File: src/rtl/alu_wb_pkg.sv
// alu_wb_pkg: shared encodings and branch-condition helper for the ALU writeback stage
package alu_wb_pkg;

    typedef enum logic [1:0] {
        COND_ALWAYS = 2'b00,
        COND_Z      = 2'b01,
        COND_C      = 2'b10,
        COND_NZ     = 2'b11
    } cond_e;

    typedef enum logic [1:0] {
        REG_R0 = 2'd0,
        REG_R1 = 2'd1,
        REG_R2 = 2'd2,
        REG_R3 = 2'd3
    } reg_e;

    localparam logic [1:0] ST_IDLE    = 2'd0;
    localparam logic [1:0] ST_DRAIN   = 2'd1;
    localparam logic [1:0] ST_RESOLVE = 2'd2;

    function automatic logic cond_eval(input cond_e cond, input logic z, input logic c);
        return cond == COND_Z ? z : cond == COND_C ? c : cond == COND_NZ ? !z : 1'b1;
    endfunction

endpackage

File: src/rtl/alu_wb_fifo.sv
// alu_wb_fifo: DEPTH-entry FIFO of packed writeback entries with occupancy count
module alu_wb_fifo #(
    parameter int W     = 13,
    parameter int DEPTH = 2
) (
    input  logic                       clk,
    input  logic                       rst,
    input  logic                       push_i,
    input  logic [W-1:0]               data_i,
    input  logic                       pop_i,
    output logic [W-1:0]               data_o,
    output logic                       full_o,
    output logic                       empty_o,
    output logic [$clog2(DEPTH+1)-1:0] count_o
);
    localparam int PW = (DEPTH > 1) ? $clog2(DEPTH) : 1;
    localparam int CW = $clog2(DEPTH+1);

    logic [W-1:0]  mem_q [DEPTH];
    logic [PW-1:0] wr_ptr_q, rd_ptr_q;
    logic [CW-1:0] count_q;

    // Storage needs no reset; validity is tracked by the count.
    always_ff @(posedge clk) begin
        if (push_i) mem_q[wr_ptr_q] <= data_i;
    end

    // Pointers wrap naturally because DEPTH is a power of two.
    always_ff @(posedge clk) begin
        if (rst) begin
            wr_ptr_q <= '0;
            rd_ptr_q <= '0;
            count_q  <= '0;
        end else begin
            if (push_i) wr_ptr_q <= wr_ptr_q + PW'(1);
            if (pop_i) rd_ptr_q <= rd_ptr_q + PW'(1);
            count_q <= (push_i && !pop_i) ? count_q + CW'(1) :
                       (pop_i && !push_i) ? count_q - CW'(1) : count_q;
        end
    end

    assign data_o  = mem_q[rd_ptr_q];
    assign full_o  = count_q == CW'(DEPTH);
    assign empty_o = count_q == '0;
    assign count_o = count_q;

endmodule

File: src/rtl/alu_writeback.sv
// alu_writeback: in-order commit of ALU results and flags, branch resolution after drain (option: ZERO_RECOMPUTE_EN)
module alu_writeback
    import alu_wb_pkg::*;
#(
    parameter int DATA_W = 8,
    parameter int DEST_W = 2,
    parameter int DEPTH  = 2
) (
    input  logic              clk,
    input  logic              rst,
    input  logic              in_valid,
    output logic              in_ready,
    input  logic [DATA_W-1:0] in_result,
    input  logic [DEST_W-1:0] in_dest,
    input  logic              in_set_flags,
    input  logic              in_flag_zero,
    input  logic              in_flag_carry,
    output logic              wr_valid,
    input  logic              wr_ready,
    output logic [DATA_W-1:0] wr_data,
    output logic [DEST_W-1:0] wr_dest,
    output logic              flag_z,
    output logic              flag_c,
    input  logic              br_req,
    input  logic [1:0]        br_cond,
    output logic              br_done,
    output logic              br_taken
);
    localparam int EW = DEST_W + DATA_W + 3;
    localparam int CW = $clog2(DEPTH+1);

    logic [EW-1:0] head;
    logic [CW-1:0] count;
    logic          full, empty, push, pop, zero_in;
    logic          head_sf, head_z, head_c;
    logic [1:0]    state_q, state_d;
    cond_e         cond_q, cond_d;
    logic          flag_z_q, flag_c_q;

`ifdef ZERO_RECOMPUTE_EN
    logic unused_flag_zero;
    assign unused_flag_zero = in_flag_zero;
    assign zero_in = in_result == '0;
`else
    assign zero_in = in_flag_zero;
`endif

    assign in_ready = !full && state_q != ST_DRAIN;
    assign push     = in_valid && in_ready;
    assign wr_valid = !empty;
    assign pop      = wr_valid && wr_ready;

    alu_wb_fifo #(.W(EW), .DEPTH(DEPTH)) u_fifo (
        .clk     (clk),
        .rst     (rst),
        .push_i  (push),
        .data_i  ({in_dest, in_result, in_set_flags, zero_in, in_flag_carry}),
        .pop_i   (pop),
        .data_o  (head),
        .full_o  (full),
        .empty_o (empty),
        .count_o (count)
    );

    assign {wr_dest, wr_data, head_sf, head_z, head_c} = head;

    // Branch FSM: latch the condition, wait for the FIFO to empty, then resolve for one cycle.
    always_comb begin
        state_d = (state_q == ST_IDLE && br_req)     ? ST_DRAIN   :
                  (state_q == ST_DRAIN && count == '0) ? ST_RESOLVE :
                  (state_q == ST_RESOLVE)              ? ST_IDLE    : state_q;
        cond_d  = (state_q == ST_IDLE && br_req) ? cond_e'(br_cond) : cond_q;
    end

    // Flags change only when a flag-setting entry commits; FSM state advances every cycle.
    always_ff @(posedge clk) begin
        if (rst) begin
            state_q  <= ST_IDLE;
            cond_q   <= COND_ALWAYS;
            flag_z_q <= 1'b0;
            flag_c_q <= 1'b0;
        end else begin
            state_q <= state_d;
            cond_q  <= cond_d;
            if (pop && head_sf) begin
                flag_z_q <= head_z;
                flag_c_q <= head_c;
            end
        end
    end

    assign flag_z   = flag_z_q;
    assign flag_c   = flag_c_q;
    assign br_done  = state_q == ST_RESOLVE;
    assign br_taken = br_done && cond_eval(cond_q, flag_z_q, flag_c_q);

endmodule

File: config.mk
export PLATFORM = sky130hd
export DESIGN_NAME = alu_writeback
export DESIGN_NICKNAME = d
export VERILOG_FILES = /design/src/rtl/alu_wb_pkg.sv /design/src/rtl/alu_wb_fifo.sv /design/src/rtl/alu_writeback.sv
export SDC_FILE = /design/constraint.sdc
export NUM_CORES = 1
export LEC_CHECK = 0
export BUFFER_PORTS_ARGS = -buffer_cell sky130_fd_sc_hd__buf_2
export CELL_PAD_IN_SITES_DETAIL_PLACEMENT = 1
export CELL_PAD_IN_SITES_GLOBAL_PLACEMENT = 1
export CORE_ASPECT_RATIO = 2
export CORE_MARGIN = 3
export CORE_UTILIZATION = 45
export DETAILED_ROUTE_END_ITERATION = 10
export PLACE_DENSITY_LB_ADDON = 0.1
export SLEW_MARGIN = 10
export SYNTH_ARGS = -nofsm -noshare
export SYNTH_HDL_FRONTEND = slang
export SYNTH_SLANG_ARGS = --single-unit
File: constraint.sdc
create_clock -name clk -period 5.1 [get_ports clk]
set_input_delay 0.255 -clock clk [delete_from_list [all_inputs] [get_ports clk]]
set_output_delay 0.255 -clock clk [all_outputs]
set_load 0.05 [all_outputs]
Word-level counts from Yosys, hierarchy flattened. Memories as Yosys holds them, arrays and structs flattened. A register that Yosys moved wholly into a read port is not among the register bits. Index checks and enable logic that the tools add are counted.

Bits in writable memories: 26. ROM bits: 0. Register bits after elaboration: 10. Output and inout bits: 16. Input bits: 20. Memories kept: 1. Bits in latches: 0. Word-level logic and storage cells: 52.

Multipliers: 0. Shifts and indexed selects: 0. Multiplexer cells: 12. Reductions and logical operators: 20. Equal/unequal tests: 7. Order comparisons: 0. $add $sub $neg: 4. Div/mod/pow operators: 0. Bitwise operators: 0.

Memory list: u_fifo.mem_q (words 2, width 13, rd ports 1, clocked after Yosys merged registers in 1, wr ports 1, RTL line alu_wb_fifo.sv:19) `logic [W-1:0] mem_q [DEPTH];`.

Operators by type and width (count): $logic_and 1x1->1 (9); $eq 2x2->1 const B (4); $mux 1 (8); $mux 2 (4); $logic_not 1->1 (5); $eq 2x1->1 const B (2); $logic_not 2->1 (2); $reduce_bool 2->1 (2); $reduce_bool 3->1 (1); $add 1x1->1 const B (2); $add 2x1->2 const B (1); $ne 2x1->1 const B (1); $reduce_or 2->1 (1); $sub 2x1->2 const B (1).

Logic depth before layout (Yosys ltp). Gate-level depths: netlist (run 1).

Depth in word-level cells: 8. Depth in mapped cells: 6. Mapped depth without buffers: 6.

Cells and area by module. A second synthesis (run 1) with hierarchy kept.

Cells, all modules: 93. Area total of the unflattened synthesis: 1418.9 sq um.

By module, submodules not included: alu_wb_fifo (cells each 62, area an instance 1139.8 sq um, sequential area each 880.8 sq um, instances 1); alu_writeback (cells each 31, area an instance 279.0 sq um, sequential area each 120.1 sq um, instances 1).

Worst setup path before layout (run 1). No wires, ideal clock.

Path type: register to output. Start point: register flag_z_q (netlist: flag_z). End point: output br_taken. Data required time: 4.845 ns. Path buffers: 0. Cell stages (with the launch flop): 3. Setup slack: 1.580 ns. Data arrival time: 3.265 ns. Cells stage by stage: dfxtp_1 -> xnor2_1 -> a2111oi_0.

Cells in the longest elaborated chain, start to end: 5.

RTL lines: from (decl) (RTL line alu_writeback.sv:38) `logic flag_z_q, flag_c_q;`; from (signal assigned) (RTL line alu_writeback.sv:86) `flag_z_q <= head_z;`; $logic_not 1->1 (RTL line alu_wb_pkg.sv:23) `return cond == COND_Z ? z : cond == COND_C ? c : cond == COND_NZ ? !z : 1'b1;`; $mux 1 (2 in a row) (RTL line alu_wb_pkg.sv:23); $mux 1 (*) (RTL line alu_wb_pkg.sv:23); $logic_and 1x1->1 (*) (RTL line alu_writeback.sv:95) `assign br_taken = br_done && cond_eval(cond_q, flag_z_q, flag_c_q);`; to (decl) (RTL line alu_writeback.sv:27) `output logic br_taken`.

Mark *: on every way between the ends. The rest lies on a longest branch, timed or not.

==> flow_summary.ini, run 1 <==
[layout]
layout-drive-gt1-share_pct = 41.48
seq_area_mm2 = 0.001001
num_antenna_cells = 0
nFillCells = 347
multi_input_comb_area_um2 = 395.4
area_growth_syn_to_layout_pct = 14.42
nNetsFinal = 155

[floorplan]
rows = 29
die_height_um = 87.45
die_w_um = 46.73
start_util_pct = 46.75
dieArea_mm2 = 0.004086
ios = 36
core_mm2 = 0.003193

[clock_tree]
postCtsResizedCells = 0
numClockSinks = 37
cts_buffers = 5
path_clk_slew_ps = 70
postCtsHoldBufs = 0
cts_root_buffer = clkbuf_8
cts_max_level = 2
cts.path.max_buffers = 2
cts_setup_buffers = 0
clkLatencyLatePin_ps = 280
cts_tree = yes

[global_routing]
gr-usage-met3_pct = 4.141
grt_use_total_pct = 14.50
grt_pass1_vias = 988
grt_use_met2_pct = 26.51
gr-total-overflow = 0
antenna_found_initial = 0
busiest_layer = met2
grt_pass1_wl_mm = 4.140
grt_max_degree = 14
met1_usage_pct = 13.37

[synth]
synth_seq_cells = 37
syn_area_mm2 = 0.001493
synth_cell_type_count = 24
synthTopCellsByCount = 26 x edfxtp_1, 11 x dfxtp_1, 11 x mux2_2, 10 x buf_4, 8 x nor2_1
synth-seq-area-share_pct = 67.06
synth_async_sr_flop_share_pct = 0
synth_mux_area_share_pct = 11.65
synth_top_area_share_pct = 52.31
synth-edff-count = 26
syn_nets = 125
synth_top_family_by_area = multiplexers
yosys.area_share.simple_pct = 6.203
syn_area_per_cell_um2 = 14.35
synth_cells = 104
synth_top_cell_by_area = edfxtp_1
netlist_top_cells_area = edfxtp_1 52%, dfxtp_1 15%, mux2_2 8.3%
ys.flop_type = edfxtp_1
yosys_warnings = 0
synth_compound_area_share_pct = 5.281
synth_xor_area_share_pct = 2.347
synth-adder-area-share_pct = 0.8382
synth_most_common_cell = edfxtp_1

[critical_path]
crit_fanout = 13
cp-start-kind = register
reg2regPathDepth = 5
worstSetupEndpointType = primary output
timing.rr.end = u_fifo.count_o[1]
timing.rr.start = u_fifo.count_o[1]
worstPathRequired_ps = 4850
criticalPathCategory = register to primary output
cp_data_arrival_time_ps = 1610
r2r_setup_slack_ps = 3360

[sta]
finalHoldViolations = 0
finClkSkew_ps = 2.229
worstMarginPinSlew_ps = 672.9
setup_violations = 0
period_minus_slack_ps = 1867
slew_headroom_pct = 54.94
grt_setup_unrepaired = no
fmax_mhz = 535.5
whs_ps = 163.3
finalSetupTns_ps = 0
finalCritPeriodShare_pct = 36.61
slew_violations = 0

[min_path]
min_path_cells = 1
holdCritStartpoint = in_set_flags
hold_end = u_fifo.mem_q[1][2]
hold_path.class = input port to register

[route]
routedWlPerCell_um = 16.08
firstDrtPassIters = 4
wl_mm = 2.669
via_count = 877
drc = 0
ant_nets = 0
viasPerCell = 5.283
drt_iter0_drc = 9

[outcome]
outcome = complete, no violations

[power_and_ir_drop]
peakVddDrop_v = 0.0002804
power_leakage_nw = 0.6686
power_density_mw_per_mm2 = 549.2

[place]
hpwl_mm = 2.048
place_congestion = 0.6672
numPortBuffers = 35

[job]
cap_violations = 0
[worst max path at each step]
stage | to | depth (start not counted) | slack [ps]
after floorplan | br_taken | 2 | 1580
after global placement | u_fifo.mem_q[0][4] | 2 | 3120
after detailed placement | u_fifo.mem_q[0][4] | 2 | 3000
after CTS | u_fifo.mem_q[0][4] | 2 | 2990
after global routing | wr_data[5] | 2 | 3140
final | wr_data[4] | 2 | 3230
[kinds of logic after synthesis]
| group | after synthesis |
|---|---|
| AO/OA/AOI/OAI | 12 |
| flip-flops | 37 |
| buffers and inverters | 16 |
| XOR/XNOR | 4 |
| multiplexers | 16 |
| adder cells (fa/ha/maj) | 1 |
| AND/OR/NAND/NOR | 18 |
[layout by cell type (no fill, tap or decap), drive strengths merged, types with 5 or more instances in the layout]
cell type  netlist  final
clkbuf           1      6
nor2             8      8
buf             11     35
mux2i            5      5
edfxtp          26     26
dfxtp           11     11
mux2            11     11
[where the power goes]
part           switching, W  internal [W]  total [W]  leakage (nW)
Combinational      0.000224      0.000102   0.000326         0.292
Clock             0.0000962     0.0000946   0.000191        0.0450
Sequential        0.0000420      0.000380   0.000422         0.331
Total              0.000362      0.000576   0.000938         0.669
[flip-flops by register name, indices dropped and copies added (netlist names), named ones only]
signal,flops
u_fifo.mem_q,26
u_fifo.rd_ptr_q,1
cond_q,2
u_fifo.count_o,2
flag_c,1
u_fifo.wr_ptr_q,1
state_q,2
flag_z,1
[metrics by stage]
stage / instances / setup WS (ps) / power [W] / area (µm²) / utilization [%]
2_1_floorplan: 104 / 1580 / 0.0007175 / 1493 / -
3_3_place_gp: 158 / 3117 / 0.0007441 / 1623 / 50.82
6_report: 166 / 3233 / 0.0009379 / 1708 / 53.49
3_5_place_dp: 158 / 3004 / 0.0007596 / 1623 / 50.82
4_1_cts: 166 / 2993 / 0.0009513 / 1705 / 53.41
5_1_grt: 166 / 3141 / 0.0009849 / 1708 / 53.49
[worst max-delay path, cell delays in order (launching register included)]
cell,delay (ps)
dfxtp_1,720
mux2_2,400
buf_2,210
[final cells by class]
class / instances / share of cell area [%]
clock buffer: 6 / 4.249
multi-input combinational: 51 / 23.15
tap: 31 / 2.271
sequential: 37 / 58.61
timing repair buffer: 35 / 10.26
inverter: 4 / 0.8791
clock inverter: 2 / 0.5861
[metal layers]
metal / up-vias / share of wire (%)
li1: 425 / -
met1: 424 / 36
met2: 26 / 58
met3: 2 / 4.9
met4: 0 / 0.94
met5: - / 0
Power figures use the tool's default switching activity.
==> inputs of run 2 (changes only) <==
--- a/config.mk
+++ b/config.mk
@@ -10,7 +10,7 @@
 export CELL_PAD_IN_SITES_GLOBAL_PLACEMENT = 1
 export CORE_ASPECT_RATIO = 2
 export CORE_MARGIN = 3
-export CORE_UTILIZATION = 45
+export CORE_UTILIZATION = 38
 export DETAILED_ROUTE_END_ITERATION = 10
 export PLACE_DENSITY_LB_ADDON = 0.1
 export SLEW_MARGIN = 10
==> constraint.sdc (replaced) <==
create_clock -name clk -period 1.55 [get_ports clk]
set_input_delay 0.0775 -clock clk [delete_from_list [all_inputs] [get_ports clk]]
set_output_delay 0.0775 -clock clk [all_outputs]
set_load 0.05 [all_outputs]
==> flow_summary.ini, run 2 (synthesis gave the netlist of run 1 again) <==
[layout]
nNetsFinal = 178
layout-drive-gt1-share_pct = 43.67
largest_reg_flops = 26
final_common_cell = buf_2
area_growth_syn_to_layout_pct = 34.28
mostFrequentLayoutCells = 34 x buf_2, 26 x edfxtp_1, 13 x dlygate4sd3_1, 11 x mux2_2, 10 x buf_4
num_antenna_cells = 0
fin_util_pct = 54.40
max_flop_register = u_fifo.mem_q

[critical_path]
crit_fanout = 4
crit_family = compound AO/OA/AOI/OAI gates
worstPathRequired_ps = 1750
cp_cell_sequence = inv_1 -> o221a_4 -> ha_4 -> or3_1 -> a21oi_2
cp_data_arrival_time_ps = 1700
criticalPathCategory = register to register
cpMaxStageDelayCell = or3_1
worstSetupEndpointType = register
max_stage_delay_ps = 380
cp-start-kind = register
worstPathBufferInverterCount = 1

[sta]
worstMarginPinSlew_ps = 363.1
fin_ws_ps = 54.60
finClkSkew_ps = 4.087
slew_headroom_pct = 75.74
setup_violations = 0
period_minus_slack_ps = 1495
fmax_mhz = 668.7
grt_setup_unrepaired = no
finalHoldViolations = 0
slew_violations = 0
finalCritPeriodShare_pct = 96.48

[route]
met2_wirelength_mm = 1.767
firstDrtPassIters = 3
m1WireLength_um = 997
routedWlPerCell_um = 14.17
viasPerCell = 4.643
via_count = 961
top_layer_used = met4
ant_nets = 0
drc = 0
wl_mm = 2.934
met3WireLength_um = 136
drt_iter0_drc = 4

[clock_tree]
cts.path.max_buffers = 2
cts_max_level = 2
cts_root_buffer = clkbuf_8
cts_buffers = 5
clkLatencyLatePin_ps = 280
cts_tree = yes
path_clk_slew_ps = 70
numClockSinks = 37

[global_routing]
antenna_found_initial = 0
gr-total-overflow = 0
grt_use_total_pct = 14.15
grt_pass1_vias = 1060
grt_pass1_wl_mm = 4.926
grt_max_degree = 14

[outcome]
outcome = complete, no violations

[floorplan]
core_mm2 = 0.003685
die_height_um = 94.64
dieArea_mm2 = 0.004762
die_w_um = 50.32
start_util_pct = 40.51
ios = 36
rows = 31

[power_and_ir_drop]
power_density_mw_per_mm2 = 1638
peakVddDrop_v = 0.0009593
power_leakage_nw = 0.7800
total_power_w = 0.003284

[min_path]
hold_path.class = input port to register

[place]
place_congestion = 0.7124
place_ws_ps = -14.01
numPortBuffers = 35
hpwl_mm = 2.213

[job]
cap_violations = 0
[run 2: worst paths after layout]
check / startpoint / end / slack [ps] / cells after the start
max: u_fifo.count_o[1] / u_fifo.count_o[1] / 50 / 5
min: br_cond[0] / cond_q[0] / 30 / 3
max reg2reg: u_fifo.count_o[1] / u_fifo.count_o[1] / 50 / 5
min reg2reg: flag_c / flag_c / 500 / 2
[run 2: power by group]
group | total [W] | internal (W) | switching (W)
Combinational | 0.00135 | 0.000484 | 0.000862
Clock | 0.000610 | 0.000313 | 0.000297
Sequential | 0.00133 | 0.00125 | 0.0000761
[run 2: final cells by class]
type / instances / area [µm²]
fill: 391 / 1680
sequential: 37 / 1006
multi-input combinational: 51 / 446.7
timing repair buffer: 58 / 395.4
clock buffer: 7 / 76.32
tap: 49 / 61.31
inverter: 4 / 15.01
clock inverter: 1 / 3.754
[run 2: metrics by stage]
stage | hold slack (ps) | setup TNS [ps] | instances | area, µm²
floorplan | 176.4 | -140.3 | 104 | 1531
global placement | 266.3 | 0 | 186 | 1772
detailed placement | 272.2 | -14.01 | 186 | 1772
CTS | 28.64 | 0 | 207 | 1994
global route | 80.84 | 0 | 207 | 2004
finish | 31.30 | 0 | 207 | 2004
[run 2: routing by layer]
metal	vias to the layer above	track usage, %
met2	26	26.97
met3	2	3.633
met4	0	7.416
met5	-	0
li1	471	-
met1	462	13.22
[run 2: worst reg2reg max path, delay by kind of cell, from the launching register on]
family,cells,cell delay (ps)
and+or+nand+nor,1,380
buffers and inverters,1,60
DFF,1,330
adders and majority gates,1,250
AOI/OAI and AO/OA,2,410
[run 2: timing repair]
| action | CTS | global route |
|---|---|---|
| resized for setup | 2 | 3 |
| endpoints found under the setup margin | 1 | 2 |
| endpoints found under the hold margin | 26 | 0 |
| hold buffers | 13 | 0 |
| setup buffers | 0 | 0 |
| pin swaps | 0 | 1 |
